**config.mk**
```make
export PLATFORM = sky130hd
export DESIGN_NAME = qam_stream_mapper_flat
export DESIGN_NICKNAME = d
export VERILOG_FILES = /design/src/rtl/qam_stream_mapper_if.sv /design/src/rtl/qam_stream_mapper.sv /design/src/flat_wrapper.sv
export SDC_FILE = /design/constraint.sdc
export NUM_CORES = 1
export LEC_CHECK = 0
export CAP_MARGIN = 20
export CELL_PAD_IN_SITES_DETAIL_PLACEMENT = 0
export CELL_PAD_IN_SITES_GLOBAL_PLACEMENT = 1
export CORE_UTILIZATION = 34
export DETAILED_ROUTE_END_ITERATION = 12
export GPL_ROUTABILITY_DRIVEN = 0
export PLACE_DENSITY_LB_ADDON = 0.05
export SETUP_SLACK_MARGIN = 0.4
export SLEW_MARGIN = 20
export SYNTH_ARGS = -nofsm -noshare
export SYNTH_HDL_FRONTEND = slang
export SYNTH_SLANG_ARGS = --single-unit
export TNS_END_PERCENT = 50
```
**constraint.sdc**
```tcl
create_clock -name clk -period 2.3 [get_ports clk]
set_input_delay 0.345 -clock clk [delete_from_list [all_inputs] [get_ports clk]]
set_output_delay 0.345 -clock clk [all_outputs]
set_load 0.005 [all_outputs]
```
**src/rtl/qam_stream_mapper_if.sv**
```systemverilog
`default_nettype none
// ============================================================================
// Module      : qam_stream_mapper_if
// Description : Coded-bit input handshake and constellation-point output
//               handshake of the streaming QAM mapper.
// Revision    : 1.0 - initial release
// ============================================================================
interface qam_stream_mapper_if #(
  parameter int IQ_W = 16
);
  logic                   bit_in;
  logic                   bit_valid;
  logic                   bit_ready;
  logic [1:0]             mod_sel;
  logic signed [IQ_W-1:0] i_out;
  logic signed [IQ_W-1:0] q_out;
  logic                   sym_valid;
  logic                   sym_ready;
  logic [5:0]             sc_idx;
  logic                   last;

  // Environment view: feeds bits and mode, consumes points.
  modport master (
    output bit_in, bit_valid, mod_sel, sym_ready,
    input  bit_ready, i_out, q_out, sym_valid, sc_idx, last
  );

  // Mapper view.
  modport slave (
    input  bit_in, bit_valid, mod_sel, sym_ready,
    output bit_ready, i_out, q_out, sym_valid, sc_idx, last
  );
endinterface
`default_nettype wire

```
**src/rtl/qam_stream_mapper.sv**
```systemverilog
`default_nettype none
// ============================================================================
// Module      : qam_stream_mapper
// Description : Groups coded bits into 1/2/4/6-bit groups and emits Gray-coded
//               BPSK/QPSK/16-QAM/64-QAM points with subcarrier index.
//               Optional macro MAPPER_NORM_EN scales levels by the modulation
//               normalisation factor K in Q2.(IQ_W-2) (K values given for
//               IQ_W=16, shifted left for wider outputs).
// Revision    : 1.0 - initial release
// ============================================================================
module qam_stream_mapper #(
  parameter int IQ_W = 16,
  parameter int NSD  = 48
) (
  input  wire logic          clk,
  input  wire logic          rst,
  qam_stream_mapper_if.slave bus
);

  localparam logic [1:0] MOD_BPSK  = 2'd0;
  localparam logic [1:0] MOD_QPSK  = 2'd1;
  localparam logic [1:0] MOD_QAM16 = 2'd2;
  localparam logic [5:0] SC_LAST   = 6'(NSD - 1);

`ifdef MAPPER_NORM_EN
  localparam int K_SHIFT = IQ_W - 16;
  localparam logic signed [IQ_W-1:0] K_BPSK  = IQ_W'(16384 << K_SHIFT);
  localparam logic signed [IQ_W-1:0] K_QPSK  = IQ_W'(11585 << K_SHIFT);
  localparam logic signed [IQ_W-1:0] K_QAM16 = IQ_W'(5181 << K_SHIFT);
  localparam logic signed [IQ_W-1:0] K_QAM64 = IQ_W'(2528 << K_SHIFT);
`endif

  // Single bit: 1 -> +1, 0 -> -1.
  function automatic logic signed [3:0] lvl1(input logic b);
    return b ? 4'sd1 : -4'sd1;
  endfunction

  // Two-bit Gray pair (b0 first).
  function automatic logic signed [3:0] lvl2(input logic [1:0] b);
    case (b)
      2'b00:   return -4'sd3;
      2'b01:   return -4'sd1;
      2'b11:   return 4'sd1;
      default: return 4'sd3;
    endcase
  endfunction

  // Three-bit Gray triple (b0 first).
  function automatic logic signed [3:0] lvl3(input logic [2:0] b);
    case (b)
      3'b000:  return -4'sd7;
      3'b001:  return -4'sd5;
      3'b011:  return -4'sd3;
      3'b010:  return -4'sd1;
      3'b110:  return 4'sd1;
      3'b111:  return 4'sd3;
      3'b101:  return 4'sd5;
      default: return 4'sd7;
    endcase
  endfunction

  logic [2:0]             bit_cnt_q, bit_cnt_d;
  logic [5:0]             bits_q, bits_d;
  logic [1:0]             mode_q, mode_d;
  logic [5:0]             asm_idx_q, asm_idx_d;
  logic [5:0]             sc_idx_q, sc_idx_d;
  logic                   sym_valid_q, sym_valid_d;
  logic signed [IQ_W-1:0] i_q, i_d, q_q, q_d;

  logic                   w_first;
  logic [1:0]             w_mode;
  logic [2:0]             w_cnt_max;
  logic                   w_bit_ready;
  logic                   w_xfer;
  logic                   w_grp_done;
  logic                   w_accept;
  logic [5:0]             w_bits;
  logic signed [3:0]      w_lvl_i, w_lvl_q;
  logic signed [IQ_W-1:0] w_i_val, w_q_val;

  // Handshake and group control; the mode is taken live from mod_sel on the
  // very first bit of a symbol so a BPSK first bit maps correctly.
  always_comb begin
    w_first = (bit_cnt_q == 3'd0) && (asm_idx_q == 6'd0);
    w_mode  = w_first ? bus.mod_sel : mode_q;
    case (w_mode)
      MOD_BPSK:  w_cnt_max = 3'd0;
      MOD_QPSK:  w_cnt_max = 3'd1;
      MOD_QAM16: w_cnt_max = 3'd3;
      default:   w_cnt_max = 3'd5;
    endcase
    w_bit_ready = !((bit_cnt_q == w_cnt_max) && sym_valid_q && !bus.sym_ready);
    w_xfer      = bus.bit_valid && w_bit_ready;
    w_grp_done  = w_xfer && (bit_cnt_q == w_cnt_max);
    w_accept    = sym_valid_q && bus.sym_ready;
    w_bits      = bits_q;
    w_bits[bit_cnt_q] = bus.bit_in;
  end

  // Map the completed group to I/Q levels and optional normalisation.
  always_comb begin
    w_lvl_i = 4'sd0;
    w_lvl_q = 4'sd0;
    case (w_mode)
      MOD_BPSK:  w_lvl_i = lvl1(w_bits[0]);
      MOD_QPSK: begin
        w_lvl_i = lvl1(w_bits[0]);
        w_lvl_q = lvl1(w_bits[1]);
      end
      MOD_QAM16: begin
        w_lvl_i = lvl2({w_bits[0], w_bits[1]});
        w_lvl_q = lvl2({w_bits[2], w_bits[3]});
      end
      default: begin
        w_lvl_i = lvl3({w_bits[0], w_bits[1], w_bits[2]});
        w_lvl_q = lvl3({w_bits[3], w_bits[4], w_bits[5]});
      end
    endcase
`ifdef MAPPER_NORM_EN
    case (w_mode)
      MOD_BPSK: begin
        w_i_val = IQ_W'(w_lvl_i) * K_BPSK;
        w_q_val = IQ_W'(w_lvl_q) * K_BPSK;
      end
      MOD_QPSK: begin
        w_i_val = IQ_W'(w_lvl_i) * K_QPSK;
        w_q_val = IQ_W'(w_lvl_q) * K_QPSK;
      end
      MOD_QAM16: begin
        w_i_val = IQ_W'(w_lvl_i) * K_QAM16;
        w_q_val = IQ_W'(w_lvl_q) * K_QAM16;
      end
      default: begin
        w_i_val = IQ_W'(w_lvl_i) * K_QAM64;
        w_q_val = IQ_W'(w_lvl_q) * K_QAM64;
      end
    endcase
`else
    w_i_val = IQ_W'(w_lvl_i);
    w_q_val = IQ_W'(w_lvl_q);
`endif
  end

  // Next-state for counters, mode latch and the single-entry output register.
  always_comb begin
    bit_cnt_d   = bit_cnt_q;
    bits_d      = bits_q;
    mode_d      = mode_q;
    asm_idx_d   = asm_idx_q;
    sc_idx_d    = sc_idx_q;
    sym_valid_d = sym_valid_q;
    i_d         = i_q;
    q_d         = q_q;
    if (w_xfer) begin
      bits_d    = w_bits;
      bit_cnt_d = bit_cnt_q + 3'd1;
      if (w_first) mode_d = bus.mod_sel;
    end
    if (w_accept) begin
      sym_valid_d = 1'b0;
      sc_idx_d    = (sc_idx_q == SC_LAST) ? 6'd0 : sc_idx_q + 6'd1;
    end
    // A completing group always finds the register free (bit_ready ensures it).
    if (w_grp_done) begin
      bit_cnt_d   = 3'd0;
      asm_idx_d   = (asm_idx_q == SC_LAST) ? 6'd0 : asm_idx_q + 6'd1;
      sym_valid_d = 1'b1;
      i_d         = w_i_val;
      q_d         = q_val_sel(w_q_val);
    end
  end

  function automatic logic signed [IQ_W-1:0] q_val_sel(input logic signed [IQ_W-1:0] v);
    return v;
  endfunction

  // State registers with synchronous reset.
  always_ff @(posedge clk) begin
    if (rst) begin
      bit_cnt_q   <= 3'd0;
      bits_q      <= 6'd0;
      mode_q      <= MOD_BPSK;
      asm_idx_q   <= 6'd0;
      sc_idx_q    <= 6'd0;
      sym_valid_q <= 1'b0;
      i_q         <= '0;
      q_q         <= '0;
    end else begin
      bit_cnt_q   <= bit_cnt_d;
      bits_q      <= bits_d;
      mode_q      <= mode_d;
      asm_idx_q   <= asm_idx_d;
      sc_idx_q    <= sc_idx_d;
      sym_valid_q <= sym_valid_d;
      i_q         <= i_d;
      q_q         <= q_d;
    end
  end

  assign bus.bit_ready = w_bit_ready;
  assign bus.sym_valid = sym_valid_q;
  assign bus.i_out     = i_q;
  assign bus.q_out     = q_q;
  assign bus.sc_idx    = sc_idx_q;
  assign bus.last      = (sc_idx_q == SC_LAST);

endmodule
`default_nettype wire
```
**src/flat_wrapper.sv**
```systemverilog
// flat-port wrapper written by rule: the top's interface ports become plain ports
module qam_stream_mapper_flat 
#(
  parameter int IQ_W = 16,
  parameter int NSD  = 48
)
  (clk, rst, bus_bit_in, bus_bit_valid, bus_mod_sel, bus_sym_ready, bus_bit_ready, bus_i_out, bus_q_out, bus_sym_valid, bus_sc_idx, bus_last);
  qam_stream_mapper_if #(.IQ_W(IQ_W)) bus_i ();
  input  wire logic clk;
  input  wire logic rst;
  input wire logic [$bits(bus_i.bit_in)-1:0] bus_bit_in;
  input wire logic [$bits(bus_i.bit_valid)-1:0] bus_bit_valid;
  input wire logic [$bits(bus_i.mod_sel)-1:0] bus_mod_sel;
  input wire logic [$bits(bus_i.sym_ready)-1:0] bus_sym_ready;
  output wire logic [$bits(bus_i.bit_ready)-1:0] bus_bit_ready;
  output wire logic [$bits(bus_i.i_out)-1:0] bus_i_out;
  output wire logic [$bits(bus_i.q_out)-1:0] bus_q_out;
  output wire logic [$bits(bus_i.sym_valid)-1:0] bus_sym_valid;
  output wire logic [$bits(bus_i.sc_idx)-1:0] bus_sc_idx;
  output wire logic [$bits(bus_i.last)-1:0] bus_last;
  assign bus_i.bit_in = bus_bit_in;
  assign bus_i.bit_valid = bus_bit_valid;
  assign bus_i.mod_sel = bus_mod_sel;
  assign bus_i.sym_ready = bus_sym_ready;
  assign bus_bit_ready = bus_i.bit_ready;
  assign bus_i_out = bus_i.i_out;
  assign bus_q_out = bus_i.q_out;
  assign bus_sym_valid = bus_i.sym_valid;
  assign bus_sc_idx = bus_i.sc_idx;
  assign bus_last = bus_i.last;
  qam_stream_mapper #(.IQ_W(IQ_W), .NSD(NSD)) u_core (.clk(clk), .rst(rst), .bus(bus_i));
endmodule
```
==> Yosys cells after proc, flatten, opt, wreduce, memory -nomap -nowiden <==
Index checks and enable logic that the tools add are counted.
{ "totals": {"register_bits": 32, "elab_cells": 70} }
{ "op_classes": {"add_sub_neg": 3, "n_lt_le_gt_ge": 2, "n_eq_ne": 21, "muxes": 17, "reduce_logical": 19} }
{ "op_table": {"columns": ["operator", "count"], "rows": [
  ["4-bit one-hot mux with 7 select lines", 2],
  ["4-bit one-hot mux with 3 select lines", 3],
  ["3-bit == test, second input constant", 6],
  ["6-bit by 1-bit adder with 6-bit output, second input constant", 2],
  ["3-bit by 2-bit == test with 1-bit output, second input constant", 4],
  ["6-bit == test, second input constant", 2],
  ["6-bit two-way mux", 2],
  ["3-bit zero test", 3],
  ["3-bit one-hot mux with 3 select lines", 1],
  ["4-bit two-way mux", 2],
  ["4-bit one-hot mux with 2 select lines", 1],
  ["1-bit logical AND", 7],
  ["6-bit bitwise mux", 1],
  ["2-bit by 1-bit == test with 1-bit output, second input constant", 3],
  ["2-bit == test, second input constant", 3],
  ["3-bit by 1-bit == test with 1-bit output, second input constant", 2],
  ["2-bit zero test", 3],
  ["6-bit zero test", 1],
  ["3-bit by 4-bit < comparator with 1-bit output, second input constant", 1],
  ["2-bit OR reduction", 2],
  ["3-bit by 1-bit adder with 3-bit output, second input constant", 1],
  ["1-bit demux with 3-bit select", 1],
  ["3-bit == test", 1],
  ["3-bit by 1-bit greater-or-equal comparator with 1-bit output, second input constant", 1],
  ["other kinds (4)", 7]
]} }

==> Logic depth before layout (Yosys ltp) <==
Gate-level depths: netlist of run 1.
{ "depth": {"ltp_word": 12, "ltp_mapped": 11, "mapped_depth_nobuf": 9} }

==> Worst setup path after synthesis of run 1 <==
Ideal clock, no wire load.
{ "synth_timing": {"path_kind": "register to register", "startpoint": "register u_core.bit_cnt_q[1]", "endpoint": "register u_core.bit_cnt_q[2]", "setup_time_ns": 0.074, "arrival_ns": 2.353, "setup_slack_ns": -0.128, "stages_incl_launch_ff": 10, "n_path_buf": 1, "synth_period_minus_slack_ns": 2.428, "path_cell_list": "dfxtp_1 > buf_2 > inv_1 > ha_1 > and4bb_4 > a221oi_1 > or3_1 > nand2_1 > or4_1 > a31oi_1"} }
{ "synth_via": {"elab_chain_len": 12, "elab_cells_between_ends": 15, "cone_classes": "add/sub (1); eq/ne (3); mux (2); reduce/logical (9)"} }
{ "synth_rtl": {"columns": ["item", "line", "text"], "rows": [
  ["start: declaration", "qam_stream_mapper.sv:62", "logic [2:0] bit_cnt_q, bit_cnt_d;"],
  ["start signal: assignment", "qam_stream_mapper.sv:189", "bit_cnt_q <= bit_cnt_d;"],
  ["3-bit zero test", "qam_stream_mapper.sv:84", "w_first = (bit_cnt_q == 3'd0) && (asm_idx_q == 6'd0);"],
  ["1-bit logical AND", "qam_stream_mapper.sv:84", null],
  ["2-bit two-way mux", null, null],
  ["2-bit == test (tied with other cells)", null, null],
  ["3-bit one-hot mux with 3 select lines", "qam_stream_mapper.sv:86", "case (w_mode)"],
  ["3-bit == test", "qam_stream_mapper.sv:92, qam_stream_mapper.sv:94", null],
  ["1-bit logical AND (2 in series)", "qam_stream_mapper.sv:92", "w_bit_ready = !((bit_cnt_q == w_cnt_max) && sym_valid_q && !bus.sym_ready);"],
  ["1-bit zero test", "qam_stream_mapper.sv:92", null],
  ["1-bit logical AND", "qam_stream_mapper.sv:93", "w_xfer = bus.bit_valid && w_bit_ready;"],
  ["1-bit logical AND", "qam_stream_mapper.sv:94", "w_grp_done = w_xfer && (bit_cnt_q == w_cnt_max);"],
  ["2-bit OR reduction (no line)", null, null]
]} }
Several ways; a longest one is shown, not always the timed one.
A chain may end at the register's enable or synchronous reset.

==> Final worst setup path of run 1 <==
{ "layout_timing": {"startpoint": "register u_core.bit_cnt_q[1]", "endpoint": "output bus_bit_ready"} }
{ "layout_via": {"elab_chain_len": 9, "elab_cells_between_ends": 11, "cone_classes": "eq/ne (3); mux (2); reduce/logical (6)"} }
{ "layout_rtl": {"columns": ["item", "line", "text"], "rows": [
  ["3-bit zero test", "qam_stream_mapper.sv:84", null],
  ["1-bit logical AND", "qam_stream_mapper.sv:84", null],
  ["2-bit two-way mux", null, null],
  ["2-bit == test (tied with other cells)", null, null],
  ["3-bit one-hot mux with 3 select lines", "qam_stream_mapper.sv:86", null],
  ["3-bit == test *", "qam_stream_mapper.sv:92", null],
  ["1-bit logical AND * (2 in series)", "qam_stream_mapper.sv:92", null],
  ["1-bit zero test *", "qam_stream_mapper.sv:92", null],
  ["end: declaration", "flat_wrapper.sv:15", "output wire logic [$bits(bus_i.bit_ready)-1:0] bus_bit_ready;"]
]} }
Mark *: on every way between the ends. The rest lies on a longest branch, timed or not.

==> metrics.csv, run 1 <==
stage,metric,value,unit
run_status,run_status,finished clean,
timing,finalCriticalPeriod,2.29,ns
global_routing,track_usage,0.184,
drt,routed_wl,6340,um
clock_network,cts_buffer_depth,2,
drt,detailedRoute.firstPassIterationCount,5,
timing,setup_viol,0,
min_path,worst_case_hold_path_end_point,u_core.bits_q[5]$_SDFFE_PP0P_,
drt,viasPerCell,5.08,
floorplan,floorplan.io_pins,48,
clock_network,ctsHtreeMaxLevel,2,
clock_network,post_cts_hold_buffer_count,0,
clock_network,register_clock_pin_slew_on_the_reported_worst_setup_and_hold_paths,0.07,ns
floorplan,dieHeight,83.4,um
min_path,hold_path_startpoint,u_core.bits_q[5]$_SDFFE_PP0P_,
timing,finalHoldViolCount,0,
setup_path,crit_path_cell_trace,"inv_4, ha_4, and4bb_4, buf_6, nand2_4, a211o_2, a21oi_4, inv_4, buf_6",
setup_path,worst-r2r-setup-slack,0.05,ns
finish,insertedDiodeCount,0,
yosys,synth_adder_area_share,0.0555,
yosys,synth_area_per_cell,8.50,um2
finish,layout-drive-gt1-share,0.379,
global_routing,grt_start_max_net_pins,33,
pwr,p_switching,1.72,mW
yosys,ys_ff_latch,32,
floorplan,effective_utilization_at_floorplan,0.353,
place,half_perimeter_wire_length_of_the_detailed_placement_result,4480,um
yosys,synth-compound-area-share,0.209,
clock_network,cts_tree,done,
yosys,synth-warning-count,0,
min_path,worstHoldPathCells,2,
finish,multi_input_area,0.00155,mm2
yosys,count_of_flip_flops_with_a_built_in_enable_after_synthesis,0,
global_routing,total_congestion_overflow_after_global_routing,0,
yosys,synth.mux.area_fraction,0.0644,
setup_path,cp_max_fo,4,
drt,drtAntennaViolNets,0,
global_routing,via_count_of_the_first_global_routing_pass,2068,
finish,area_delta_synth_final,55.9,%
drt,route.vias.total,2200,
timing,fmax,436,MHz
setup_path,worst_r2r_startpoint,u_core.bit_cnt_q[1]$_SDFFE_PP0P_,
timing,final.period_utilization,0.996,
clock_network,insertion_delay,0.28,ns
yosys,synthesis.area,0.00225,mm2
setup_path,crit-reg2reg-capture,u_core.bus.i_out[1]$_SDFFE_PP0P_,
global_routing,antenna_violations_before_repair,0,
yosys,synth_top_flop_cell,sky130_fd_sc_hd__dfxtp_1,
setup_path,critical_path.slowest_cell,sky130_fd_sc_hd__dfxtp_4,
min_path,hold_path.class,reg2reg,
timing,setup_tns,0,ns
drt,dr.first_iter.drc_count,85,
finish,final_common_cell,sky130_fd_sc_hd__buf_4,
timing,timing.max_slew.rel_slack,0.614,
pwr,power.ir.vdd_worst,1.07,mV
drt,routed_wire_length_per_instance,14.6,um
finish,layout.cells.non_filler,433,
finish,finalNetCount,372,
pwr,seqPwrFrac,0.188,
pwr,power_total,4.54,mW
yosys,synth_area_in_xor_xnor,0.0272,
global_routing,grt_pass1_wl,10200,um
yosys,async_reset_ff_frac,0,
timing,final_slew_violations,0,
finish,most-common-layout-cells,"sky130_fd_sc_hd__buf_4, sky130_fd_sc_hd__clkdlybuf4s50_1, sky130_fd_sc_hd__dfxtp_1",
pwr,power.leakage,1.38,nW
yosys,syn_inst,265,
setup_path,ff2ff_path_depth,12,
setup_path,worstPathRequired,1.96,ns
place,placed_cells,401,
setup_path,worst_path_largest_cell_delay,0.36,ns
pwr,swShare,0.380,
clock_network,numClockSinks,32,
yosys,synth_top_family_by_area,simple AND/OR/NAND/NOR gates,
yosys,synth.distinct_cells,57,
clock_network,clk_root_buffer_cell,sky130_fd_sc_hd__clkbuf_8,
finish,ff_latch_area,653,um2
floorplan,floorplan.die.width,83.4,um
pwr,cellInternalPower,2.81,mW
yosys,synthSimpleGateAreaFrac,0.221,
timing,clock_skew,0.00418,ns
pwr,combPwrFrac,0.704,
setup_path,critical_path_class,reg2out,
place,numPortBuffers,47,
run,cap_violations,0,
floorplan,placementRows,29,
drt,detail_route.drc_violations,0,
finish,filler_cell_count,582,
pwr,share_clk_of_total_power,0.108,
yosys,syn-num-nets,282,
clock_network,tritoncts.num_buffers,5,
setup_path,endpoint_kind,primary output,
timing,grt_setup_unrepaired,yes,
pwr,power_per_cell_area,1290,mW/mm2
yosys,synth_seq_area_share,0.284,
timing,worst-slew-pin-transition,0.575,ns
floorplan,core,0.00639,mm2
floorplan,die-area,0.00696,mm2
setup_path,timing.critical_path.arrival,1.95,ns
setup_path,critPathLaunchType,flip-flop,
==> Yosys cell counts (all sizes together), types with 2 or more instances <==
library cell	n	area, um2
nor2b	4	25.0
or3	5	36.3
dfxtp	32	641
a2111oi	3	57.6
a211oi	5	37.5
a211o	2	18.8
mux2i	10	100
a31oi	2	12.5
o21ai	11	55.1
o21a	2	15.0
nor3	9	45.0
nand2b	4	25.0
a2bb2oi	2	17.5
inv	14	55.1
ha	10	125
xor2	5	43.8
xnor2	2	17.5
a311oi	6	52.6
nand3	8	40.0
nand4	3	18.8
a21oi	20	104
buf	31	240
nand3b	2	15.0
nor3b	4	30.0
nand2	17	66.3
mux2	4	45.0
or3b	2	17.5
a221oi	3	26.3
nor2	22	92.6
clkbuf	4	16.3
or4	3	22.5
==> how the worst max path moves through the flow <==
stage | from | slack [ns] | to | depth (start not counted)
5_1_grt | u_core.bit_cnt_q[1]$_SDFFE_PP0P_ | -0.07 | u_core.bus.i_out[1]$_SDFFE_PP0P_ | 12
6_report | u_core.bit_cnt_q[1]$_SDFFE_PP0P_ | 0.008 | bus_bit_ready | 9
4_1_cts | u_core.bit_cnt_q[1]$_SDFFE_PP0P_ | -0.02 | bus_bit_ready | 8
3_3_place_gp | bus_mod_sel[0] | -0.40 | bus_bit_ready | 8
3_5_place_dp | bus_mod_sel[1] | -0.42 | bus_bit_ready | 7
2_1_floorplan | u_core.bit_cnt_q[1]$_SDFFE_PP0P_ | 0.18 | u_core.asm_idx_q[4]$_SDFFE_PP0P_ | 9
==> worst max-delay path: cells and delay by family, from the launching register on <==
kind / cells / cell delay [ns]
AOI/OAI and AO/OA: 2 / 0.54
and+or+nand+nor: 2 / 0.31
adders and majority gates: 1 / 0.13
DFF: 1 / 0.36
buffers and inverters: 4 / 0.33
==> logic make-up after synthesis <==
logic type	count (synthesis)
xor gates and xnor gates	7
AOI/OAI and AO/OA	65
muxes	14
DFF	32
buffers and inverters	49
and+or+nand+nor	88
adders and majority gates	10
==> sequential cells by signal, indices dropped and copies added (netlist names) <==
name and count:
u_core.mode_q 2, u_core.bus.sym_valid 1, u_core.asm_idx_q 6, u_core.bus.sc_idx 6
u_core.bus.q_out 4, u_core.bit_cnt_q 3, u_core.bits_q 6, u_core.bus.i_out 4
==> final cells by class <==
type,count,area share
multi-input combinational,185,0.442
timing repair buffer,117,0.298
sequential,32,0.186
clock buffer,7,0.0278
tap,77,0.0274
inverter,14,0.0171
clock inverter,1,0.00142
==> repair_timing <==
| action | in CTS | in global routing |
|---|---|---|
| pin swaps | 23 | 22 |
| setup buffers | 17 | 6 |
| setup endpoints to repair | 27 | 26 |
| gates resized for setup | 50 | 15 |
| gates cloned | 1 | 0 |
==> power groups by stage <==
stage          clock [mW]  combinational [mW]  sequential (mW)
2_1_floorplan           0                1.56            0.832
3_3_place_gp            0                2.50            0.850
3_5_place_dp            0                2.49            0.855
4_1_cts             0.508                3.00            0.848
5_1_grt             0.527                3.43            0.881
6_report            0.490                3.20            0.852
==> stage by stage <==
step	utilization	setup slack [ns]	hold slack [ns]	area [um2]
6_report	0.550	0.00834	0.480	3510
5_1_grt	0.550	-0.0663	0.507	3510
4_1_cts	0.535	-0.0158	0.480	3420
3_5_place_dp	0.471	-0.425	0.473	3010
3_3_place_gp	0.471	-0.395	0.461	3010
2_1_floorplan	-	0.177	0.451	2340
==> layer usage <==
metal,vias to the layer above,track usage,wire (um)
met1,1032,0.248,3080
met5,-,0,0
met4,0,0.0493,72
met2,41,0.306,3000
li1,1120,-,-
met3,7,0.0288,187
(Power assumes the default switching activity.)
==> run 2: changes to the inputs <==
- clock period: 2.3 -> 1.9 ns (I/O delays scaled with it)
==> run 2 against run 1 <==
Effect of this change:
- the run now ends with setup timing left
- hold slack improved by 0.0055 ns
- cell count is 7.9% higher
- clock skew rose by 0.0019 ns
- core utilization grew 6.5 points
- first-iteration DRC count shrank 58%
- register-to-register slack got worse by 0.45 ns
- largest cell class unchanged
- sequential share of layout area is 1.7 points lower
- global-route usage is 1.7 points higher
- critical path type is now reg2reg
- sequential power rose by 17%
- final area increased by 12%
- power is 34% higher
- setup slack worse by 0.41 ns
==> metrics.csv, run 2 (synthesis gave the netlist of run 1 again) <==
stage,metric,value,unit,change
setup_path,crit-reg2reg-capture,u_core.asm_idx_q[3]$_SDFFE_PP0P_,,
drt,viasPerCell,5.00,,-1.6%
timing,worst-slew-pin-transition,0.509,ns,-0.0654 ns
finish,multi_input_area,0.00168,mm2,+7.9%
floorplan,core,0.00639,mm2,unchanged
place,half_perimeter_wire_length_of_the_detailed_placement_result,4900,um,+9.3%
timing,setup_viol,26,,+26
pwr,power_per_cell_area,1550,mW/mm2,+20%
timing,setup_tns,-6.34,ns,-6.34 ns
setup_path,critPathLaunchType,flip-flop,,
global_routing,antenna_violations_before_repair,0,,unchanged
finish,ff_latch_area,662,um2,+1.3%
setup_path,ff2ff_path_depth,12,,unchanged
pwr,power.leakage,1.75,nW,+27%
setup_path,worst_r2r_startpoint,u_core.bit_cnt_q[1]$_SDFFE_PP0P_,,
timing,final_slew_violations,0,,unchanged
clock_network,tritoncts.num_buffers,5,,unchanged
clock_network,numClockSinks,32,,unchanged
clock_network,cts_buffer_depth,2,,unchanged
setup_path,endpoint_kind,flip-flop,,
drt,detail_route.drc_violations,0,,unchanged
place,numPortBuffers,47,,unchanged
min_path,hold_path_startpoint,u_core.bus.q_out[1]$_SDFFE_PP0P_,,
floorplan,dieHeight,83.4,um,unchanged
floorplan,floorplan.io_pins,48,,unchanged
setup_path,critical_path.startpoint,u_core.bit_cnt_q[1]$_SDFFE_PP0P_,,
timing,finalCriticalPeriod,2.30,ns,
floorplan,effective_utilization_at_floorplan,0.353,,unchanged
timing,final.period_utilization,1.21,,
global_routing,grt_start_max_net_pins,18,,-45%
clock_network,clk_root_buffer_cell,sky130_fd_sc_hd__clkbuf_8,,
clock_network,ctsHtreeMaxLevel,2,,unchanged
timing,final.setup.worst_slack,-0.398,ns,-0.406 ns
finish,layout-drive-gt1-share,0.500,,+0.121
pwr,power_total,6.08,mW,+34%
clock_network,register_clock_pin_slew_on_the_reported_worst_setup_and_hold_paths,0.07,ns,about the same
timing,grt_setup_unrepaired,yes,,
drt,routed_wl,6970,um,+10%
floorplan,floorplan.die.width,83.4,um,unchanged
place,pre_cts_worst_setup_slack,-0.677,ns,-0.252 ns
global_routing,total_congestion_overflow_after_global_routing,0,,unchanged
setup_path,worstPathRequired,2.13,ns,+0.17 ns
run_status,failed_checks,setup timing,,
timing,timing.max_slew.rel_slack,0.657,,+0.0426
setup_path,critical_path_class,reg2reg,,
global_routing,track_usage,0.201,,+0.0174
floorplan,placementRows,29,,unchanged
finish,most-common-layout-cells,"sky130_fd_sc_hd__buf_4, sky130_fd_sc_hd__clkdlybuf4s50_1, sky130_fd_sc_hd__nor2_1, sky130_fd_sc_hd__dfxtp_1, sky130_fd_sc_hd__nand2_1",,
global_routing,via_count_of_the_first_global_routing_pass,2264,,+9.5%
timing,clock_skew,0.00606,ns,+0.00188 ns
clock_network,cts_tree,done,,
clock_network,insertion_delay,0.29,ns,about the same
run_status,run_status,finished with violations,,
timing,finalHoldViolCount,0,,unchanged
global_routing,grt_pass1_wl,11200,um,+8.9%
setup_path,cp_max_fo,4,,unchanged
finish,post-route-util,0.615,,+0.0650
drt,routed_wire_length_per_instance,14.9,um,+2.0%
setup_path,timing.critical_path.arrival,2.52,ns,+0.57 ns
setup_path,worst-r2r-setup-slack,-0.40,ns,-0.45 ns
drt,drtAntennaViolNets,0,,unchanged
setup_path,timing.critical_path.to,u_core.asm_idx_q[3]$_SDFFE_PP0P_,,
drt,route.vias.total,2334,,+6.1%
finish,insertedDiodeCount,0,,unchanged
pwr,power.ir.vdd_worst,1.04,mV,-2.5%
finish,area_delta_synth_final,74.3,%,
run,cap_violations,0,,unchanged
timing,fmax,435,MHz,
finish,final_common_cell,sky130_fd_sc_hd__buf_4,,
finish,finalNetCount,406,,+9.1%
min_path,hold_path.class,reg2reg,,
drt,dr.first_iter.drc_count,36,,-58%
drt,detailedRoute.firstPassIterationCount,4,,-1
finish,filler_cell_count,582,,unchanged
floorplan,die-area,0.00696,mm2,unchanged
[run 2: worst min path at each step]
stage	endpoint	slack (ns)	depth (start not counted)
after CTS	u_core.bus.q_out[1]$_SDFFE_PP0P_	0.49	2
after global routing	u_core.bus.q_out[1]$_SDFFE_PP0P_	0.51	2
after floorplan	u_core.bits_q[4]$_SDFFE_PP0P_	0.43	2
after global placement	u_core.bus.i_out[0]$_SDFFE_PP0P_	0.46	2
after detailed placement	u_core.bus.q_out[1]$_SDFFE_PP0P_	0.47	2
final	u_core.bus.q_out[1]$_SDFFE_PP0P_	0.49	2
[run 2: metrics by stage]
stage | cell area [um2] | hold WS [ns] | instances
floorplan | 2340 | 0.433 | 265
global placement | 3260 | 0.464 | 435
detailed placement | 3260 | 0.467 | 435
CTS | 3710 | 0.486 | 459
global route | 3930 | 0.510 | 467
finish | 3930 | 0.486 | 467
[run 2: worst max-delay path, stage by stage, from the launching register on]
cell                        delay (ns)
sky130_fd_sc_hd__dfxtp_4          0.37
sky130_fd_sc_hd__inv_4            0.06
sky130_fd_sc_hd__ha_4             0.14
sky130_fd_sc_hd__and4bb_4         0.25
sky130_fd_sc_hd__buf_6            0.10
sky130_fd_sc_hd__nand2_4          0.05
sky130_fd_sc_hd__buf_6            0.11
sky130_fd_sc_hd__a2111oi_4        0.27
sky130_fd_sc_hd__buf_4            0.19
sky130_fd_sc_hd__buf_6            0.10
sky130_fd_sc_hd__nor2_4           0.05
sky130_fd_sc_hd__or3b_4           0.41
sky130_fd_sc_hd__a21oi_2          0.13
[run 2: what timing repair did]
action	in CTS	in global routing
resized for setup	78	41
buffers inserted	15	8
setup endpoints to repair	58	49
cloned	1	0
hold buffers	0	0
pin swaps	25	27
[run 2: metal layers]
layer	up-vias	routed length, um	GRT usage
met3	7	138	0.0328
met2	28	3350	0.344
li1	1187	-	-
met4	0	78	0.0508
met5	-	0	0
met1	1112	3400	0.264
[run 2: area by class of cell]
type | instances | share of cell area
inverters | 14 | 0.0146
multi-input cells | 185 | 0.427
repair buffers | 151 | 0.339
clock buffers | 7 | 0.0248
well taps | 77 | 0.0245
clock inverters | 1 | 0.00127
flip-flops and latches | 32 | 0.168
[run 2: where the power goes]
group	switching, mW	internal [mW]
registers	0.155	0.841
clock network	0.274	0.336
logic	1.81	2.67
total	2.24	3.84
